--- config.mk ---
export PLATFORM = sky130hd
export DESIGN_NAME = fpu_ss_scoreboard
export DESIGN_NICKNAME = d
export VERILOG_FILES = /design/src/rtl/fpu_ss_pkg.sv /design/src/rtl/fpu_ss_sb_hazard.sv /design/src/rtl/fpu_ss_scoreboard.sv
export SDC_FILE = /design/constraint.sdc
export NUM_CORES = 1
export LEC_CHECK = 0
export ABC_CLOCK_PERIOD_IN_PS = 8900
export CAP_MARGIN = 20
export CORE_MARGIN = 3
export CORE_UTILIZATION = 38
export CTS_BUF_LIST = sky130_fd_sc_hd__clkbuf_8
export DETAILED_ROUTE_END_ITERATION = 12
export DONT_BUFFER_PORTS = 1
export HOLD_SLACK_MARGIN = 0.03
export SYNTH_ARGS = -nofsm -noshare
export SYNTH_HDL_FRONTEND = slang
export SYNTH_SLANG_ARGS = --single-unit
--- constraint.sdc ---
create_clock -name clk_i -period 8.9 [get_ports clk_i]
set_input_delay 0 -clock clk_i [delete_from_list [all_inputs] [get_ports clk_i]]
set_output_delay 0 -clock clk_i [all_outputs]
set_load 0.02 [all_outputs]
--- src/rtl/fpu_ss_pkg.sv ---
// Shared types and defaults for the FPU subsystem scoreboard.
package fpu_ss_pkg;

  localparam int unsigned X_ID_WIDTH          = 4;
  localparam int unsigned NUM_FP_REGS_DEFAULT = 32;
  localparam int unsigned FP_ADDR_WIDTH       = 5;

  typedef struct packed {
    logic                     valid;
    logic [FP_ADDR_WIDTH-1:0] rd;
    logic                     rd_is_fp;
  } sb_entry_t;

  typedef enum logic {
    SbRun   = 1'b0,
    SbDrain = 1'b1
  } sb_state_e;

endpackage

--- src/rtl/fpu_ss_sb_hazard.sv ---
// Combinational hazard detection for the scoreboard; per-cause flags are exported
// so that stall statistics can reuse them.
module fpu_ss_sb_hazard
  import fpu_ss_pkg::*;
#(
  parameter int unsigned NUM_FP_REGS     = NUM_FP_REGS_DEFAULT,
  parameter int unsigned ID_WIDTH        = X_ID_WIDTH,
  parameter int unsigned MAX_OUTSTANDING = 4,
  localparam int unsigned CNT_W          = $clog2(MAX_OUTSTANDING + 1)
) (
  input  logic [NUM_FP_REGS-1:0]     busy_q,
  input  logic [(2**ID_WIDTH)-1:0]   valid_q,
  input  logic [CNT_W-1:0]           cnt_q,
  input  logic [ID_WIDTH-1:0]        iss_id,
  input  logic [3*FP_ADDR_WIDTH-1:0] iss_rs_addr,
  input  logic [2:0]                 iss_rs_is_fp,
  input  logic [FP_ADDR_WIDTH-1:0]   iss_rd_addr,
  input  logic                       iss_rd_is_fp,
  output logic                       hazard,
  output logic                       raw,
  output logic                       waw,
  output logic                       id_reuse,
  output logic                       full
);

  always_comb begin
    raw = 1'b0;
    for (int unsigned i = 0; i < 3; i++) begin
      raw = raw | (iss_rs_is_fp[i] & busy_q[iss_rs_addr[FP_ADDR_WIDTH*i +: FP_ADDR_WIDTH]]);
    end
  end

  assign waw      = iss_rd_is_fp & busy_q[iss_rd_addr];
  assign id_reuse = valid_q[iss_id];
  assign full     = (cnt_q == CNT_W'(MAX_OUTSTANDING));
  assign hazard   = raw | waw | id_reuse | full;

endmodule

--- src/rtl/fpu_ss_scoreboard.sv ---
// Issue scoreboard between FPU offload/decode and fpnew/LSU dispatch.
// Optional stall counters are built when FPU_SS_SCOREBOARD_PERF_EN is defined.
module fpu_ss_scoreboard
  import fpu_ss_pkg::*;
#(
  parameter int unsigned NUM_FP_REGS     = NUM_FP_REGS_DEFAULT,
  parameter int unsigned ID_WIDTH        = X_ID_WIDTH,
  parameter int unsigned MAX_OUTSTANDING = 4,
  localparam int unsigned CNT_W          = $clog2(MAX_OUTSTANDING + 1)
) (
  input  logic                       clk_i,
  input  logic                       rst_ni,
  input  logic                       iss_valid_i,
  output logic                       iss_ready_o,
  input  logic [ID_WIDTH-1:0]        iss_id_i,
  input  logic [3*FP_ADDR_WIDTH-1:0] iss_rs_addr_i,
  input  logic [2:0]                 iss_rs_is_fp_i,
  input  logic [FP_ADDR_WIDTH-1:0]   iss_rd_addr_i,
  input  logic                       iss_rd_is_fp_i,
  output logic                       disp_valid_o,
  input  logic                       disp_ready_i,
  input  logic                       wb_valid_i,
  input  logic [ID_WIDTH-1:0]        wb_id_i,
  input  logic                       flush_i,
  output logic [NUM_FP_REGS-1:0]     busy_o,
  output logic [CNT_W-1:0]           outstanding_o,
  output logic                       idle_o,
`ifdef FPU_SS_SCOREBOARD_PERF_EN
  output logic [31:0]                stall_raw_cnt_o,
  output logic [31:0]                stall_full_cnt_o,
`endif
  output logic                       wb_err_o
);

  localparam int unsigned NUM_IDS = 2**ID_WIDTH;

  sb_entry_t                table_q [NUM_IDS];
  sb_entry_t                wb_entry;
  logic [NUM_IDS-1:0]       valid_vec;
  logic [NUM_FP_REGS-1:0]   busy_q, busy_d;
  logic [CNT_W-1:0]         cnt_q, cnt_d;
  sb_state_e                fsm_q;
  logic                     wb_err_q;
  logic                     hazard, haz_raw, haz_waw, haz_id, haz_full;
  logic                     can_issue, fire, retire;

  always_comb begin
    for (int unsigned i = 0; i < NUM_IDS; i++) begin
      valid_vec[i] = table_q[i].valid;
    end
  end

  fpu_ss_sb_hazard #(
    .NUM_FP_REGS     (NUM_FP_REGS),
    .ID_WIDTH        (ID_WIDTH),
    .MAX_OUTSTANDING (MAX_OUTSTANDING)
  ) u_hazard (
    .busy_q       (busy_q),
    .valid_q      (valid_vec),
    .cnt_q        (cnt_q),
    .iss_id       (iss_id_i),
    .iss_rs_addr  (iss_rs_addr_i),
    .iss_rs_is_fp (iss_rs_is_fp_i),
    .iss_rd_addr  (iss_rd_addr_i),
    .iss_rd_is_fp (iss_rd_is_fp_i),
    .hazard       (hazard),
    .raw          (haz_raw),
    .waw          (haz_waw),
    .id_reuse     (haz_id),
    .full         (haz_full)
  );

  // Hazards use registered state only, so a retirement frees a register one cycle later.
  assign can_issue    = ~hazard & (fsm_q == SbRun) & ~flush_i;
  assign disp_valid_o = iss_valid_i & can_issue;
  assign iss_ready_o  = disp_ready_i & can_issue;
  assign fire         = iss_valid_i & iss_ready_o;
  assign wb_entry     = table_q[wb_id_i];
  assign retire       = wb_valid_i & wb_entry.valid;

  // Set after clear so a new pending write wins over a retirement of the same register.
  always_comb begin
    busy_d = busy_q;
    if (retire && wb_entry.rd_is_fp) busy_d[wb_entry.rd] = 1'b0;
    if (fire && iss_rd_is_fp_i)      busy_d[iss_rd_addr_i] = 1'b1;
  end

  always_comb begin
    cnt_d = cnt_q;
    if (fire && !retire && cnt_q != CNT_W'(MAX_OUTSTANDING)) begin
      cnt_d = cnt_q + CNT_W'(1);
    end else if (!fire && retire && cnt_q != '0) begin
      cnt_d = cnt_q - CNT_W'(1);
    end
  end

  always_ff @(posedge clk_i) begin
    if (!rst_ni) begin
      for (int unsigned i = 0; i < NUM_IDS; i++) begin
        table_q[i] <= '0;
      end
      busy_q   <= '0;
      cnt_q    <= '0;
      fsm_q    <= SbRun;
      wb_err_q <= 1'b0;
    end else begin
      wb_err_q <= wb_valid_i & ~wb_entry.valid;
      if (retire) table_q[wb_id_i].valid <= 1'b0;
      if (fire) begin
        table_q[iss_id_i].valid    <= 1'b1;
        table_q[iss_id_i].rd       <= iss_rd_addr_i;
        table_q[iss_id_i].rd_is_fp <= iss_rd_is_fp_i;
      end
      busy_q <= busy_d;
      cnt_q  <= cnt_d;
      case (fsm_q)
        SbRun:   if (flush_i) fsm_q <= SbDrain;
        SbDrain: if (cnt_q == '0 && !flush_i) fsm_q <= SbRun;
      endcase
    end
  end

  assign busy_o        = busy_q;
  assign outstanding_o = cnt_q;
  assign idle_o        = (cnt_q == '0) & (fsm_q == SbRun);
  assign wb_err_o      = wb_err_q;

`ifdef FPU_SS_SCOREBOARD_PERF_EN
  logic [31:0] raw_cnt_q, full_cnt_q;

  always_ff @(posedge clk_i) begin
    if (!rst_ni) begin
      raw_cnt_q  <= '0;
      full_cnt_q <= '0;
    end else begin
      if (iss_valid_i && fsm_q == SbRun && haz_raw)  raw_cnt_q  <= raw_cnt_q + 32'd1;
      if (iss_valid_i && fsm_q == SbRun && haz_full) full_cnt_q <= full_cnt_q + 32'd1;
    end
  end

  assign stall_raw_cnt_o  = raw_cnt_q;
  assign stall_full_cnt_o = full_cnt_q;
`endif

endmodule

==> results.ini <==
[synth]
synth_top_area_cell=edfxtp_1
synthFlopType=edfxtp_1
synth_area_per_cell_um2=12.2
yosysMostFrequentCell=edfxtp_1
yosysTopAreaCellShare_pct=33.8
synth_edf_count=96
synth_area_leaders=edfxtp_1 (34%), mux4_2 (17%), dfxtp_1 (12%)
ys_top_cells_by_count=edfxtp_1 (96), mux4_2 (63), dfxtp_1 (53), clkbuf_1 (49), o21ai_0 (49)
synth_nets=740
ys_warn_count=0
synth_cell_types=56
ys_seq_elements=149
seq_area_frac_synth_pct=46.3
syn_inst=701
netlist_area_um2=8520
async_reset_ff_share_pct=0

[flow_run]
cap_violations=0

[timing]
tns_ps=0
worst_slew_margin_rel_pct=27.2
fin_crit_sh_pct=56.9
finalHoldViolations=0
whs_ps=66.7
drv_slew=0
skew_ps=8.38
min_period_ps=5070
max_freq_mhz=197
setup_violations=0
worstMarginPinSlew_ps=1090
rsz0062_at_grt=false

[drt]
wl_per_cell_um=25.4
drtIter0Drc=578
drc=0
wl_um=24900
via_per_inst=6.43
dr_wl_met3_um=2210
wl_met2_um=11800
top_layer_used=met4
drtPass1Iterations=5
m1WireLength_um=10100
antenna_left=0
vias=6285

[cts]
cts_buffers=17
cts_hold_buffers=29
cts_setup_buffers=0
clock-sinks=149
insertion_delay_ps=450
cts_tree=done
cts-root-buf=clkbuf_8
path_clk_slew_ps=80
clock_path_buffers=2
post_cts_resized=0
cts_max_level=4

[run_status]
status=finished, final reports clean

[grt]
grt_pass1_vias=6351
antenna_found_initial=0
grt_usage_pct=20.4
grt_max_degree=77
grt_pass1_wl_um=38100
gr-total-overflow=0

[final_layout]
multi_input_comb_area_um2=4240
syn_to_final_growth_pct=10.5
stdcell_count=977
regArea_um2=3940
filler_cell_count=1995
fin_nets=724
drive_above_1_share_pct=24.7
diodes=0

[worst_setup_path]
cp-start-kind=input pin
timing.critical_path.cells=dlygate4sd3_1 -> or2_2 -> o32a_1 -> o22ai_1 -> o41ai_1 -> nand4b_1 -> or4b_1 -> buf_4 -> o21ai_0
critPathMaxStageDelay_ps=1200
worstSetupEndpointType=register
arrival_ps=5140
worstPathMaxFanout=26
critPathKind=input pin to register
crit_required_ps=8980
crit_path_top_delay_cell=dlygate4sd3_1

[floorplan]
fp.dieW_um=156
die_h_um=156
core_um2=22000
start_util_pct=38.8
num_rows=54
die-area_um2=24200
pin_count=77

[power]
power_switching_mw=0.344
clockPowerShare_pct=37.9
vdd_drop_max_mv=0.0900
power_density_nw_per_um2=150
seq_power_share_pct=53.2
leakagePower_nw=2.98
p_int_mw=1.07
switching_share_pct=24.3
pwr-share-comb_pct=8.9

[placement]
hpwl_um=16000
gp_congestion=0.890
io_buffers=0
post-place-cells=912

[hold_path]
hold_class=input pin to register

-- power by group through the flow --
| stage | Sequential, mW | Combinational, mW | Clock (mW) |
|---|---|---|---|
| 2_1_floorplan | 0.764 | 0.0997 | 0 |
| 3_3_place_gp | 0.767 | 0.0932 | 0 |
| 3_5_place_dp | 0.767 | 0.0956 | 0 |
| 4_1_cts | 0.752 | 0.122 | 0.543 |
| 5_1_grt | 0.753 | 0.132 | 0.575 |
| 6_report | 0.752 | 0.125 | 0.535 |
-- final cells by class --
type	count	area share [%]
well taps	280	3.72
multi-input cells	471	45.1
flip-flops and latches	149	41.9
repair buffers	39	4.79
inverters	7	0.279
clock buffers	17	2.49
clock inverters	14	1.74
-- flip-flops by register name (all words and copies together) (netlist names) --
signal,count
busy_o,32
wb_err_o,1
outstanding_o,3
fsm_q,1
table_q,112
-- worst paths after layout --
kind / from / end / slack, ps / cells after the start
worst max-delay path: iss_rd_addr_i[4] / table_q[3][3]$_SDFFCE_PN0P_ / 3830 / 9
worst min-delay path: iss_id_i[3] / table_q[10][6]$_SDFFE_PP1P_ / 70 / 3
worst max register to register: busy_o[15]$_SDFF_PN0_ / table_q[3][3]$_SDFFCE_PN0P_ / 3890 / 8
worst min register to register: table_q[12][6]$_SDFFE_PP1P_ / table_q[12][6]$_SDFFE_PP1P_ / 510 / 2
-- cells by family (layout without fill, tap and decap cells) --
group	Yosys count	in the layout	share of synthesized area, %
buffers and inverters	81	77	3.88
flip-flops	149	149	46.3
AND/OR/NAND/NOR	243	243	19.1
XOR/XNOR	2	2	0.206
AO/OA/AOI/OAI	134	134	10.3
multiplexers	91	91	20.1
adder cells (fa/ha/maj)	1	1	0.235
-- per-stage QoR --
stage	total power [mW]	cell area [um^2]	util, %	setup slack, ps
floorplan	0.864	8520	-	5340
global route	1.46	9410	42.9	3610
global placement	0.860	8600	39.2	4170
detailed placement	0.863	8600	39.2	3890
CTS	1.42	9330	42.5	3840
finish	1.41	9410	42.9	3830
-- metal layers --
metal / vias to the layer above / track usage [%]
li1: 2697 / -
met1: 3179 / 26.4
met2: 354 / 32.9
met3: 55 / 6.02
met4: 0 / 6.77
met5: - / 0
-- cells in the final DEF (no fill, tap or decap), types with 3 or more instances in the layout --
cell type       n
a21boi_0       12
and2_1         39
buf_16          3
buf_4           5
bufinv_16       3
clkbuf_8       17
clkinvlp_4      5
dfxtp_1        53
dlygate4sd3_1  29
edfxtp_1       96
inv_1           6
mux2_2          8
mux2i_1        20
mux4_2         63
nand2_1        30
nand2b_1       20
nand3_1        16
nand3b_1        7
nand4_1         3
nand4b_1        3
nor2_1         25
nor2b_1         8
nor3_1         18
nor3_2         42
nor4_2         16
o211ai_1       28
o21ai_0        49
o21ai_1        16
o22ai_1         3
o311ai_0        5
or2_2           3
or3_1           7
-- worst max-delay path: cells and delay by family --
kind / cells / cell delay [ps]
and+or+nand+nor: 3 / 1960
AOI/OAI and AO/OA: 4 / 1680
buffers and inverters: 2 / 1470
(Power assumes the default switching activity.)
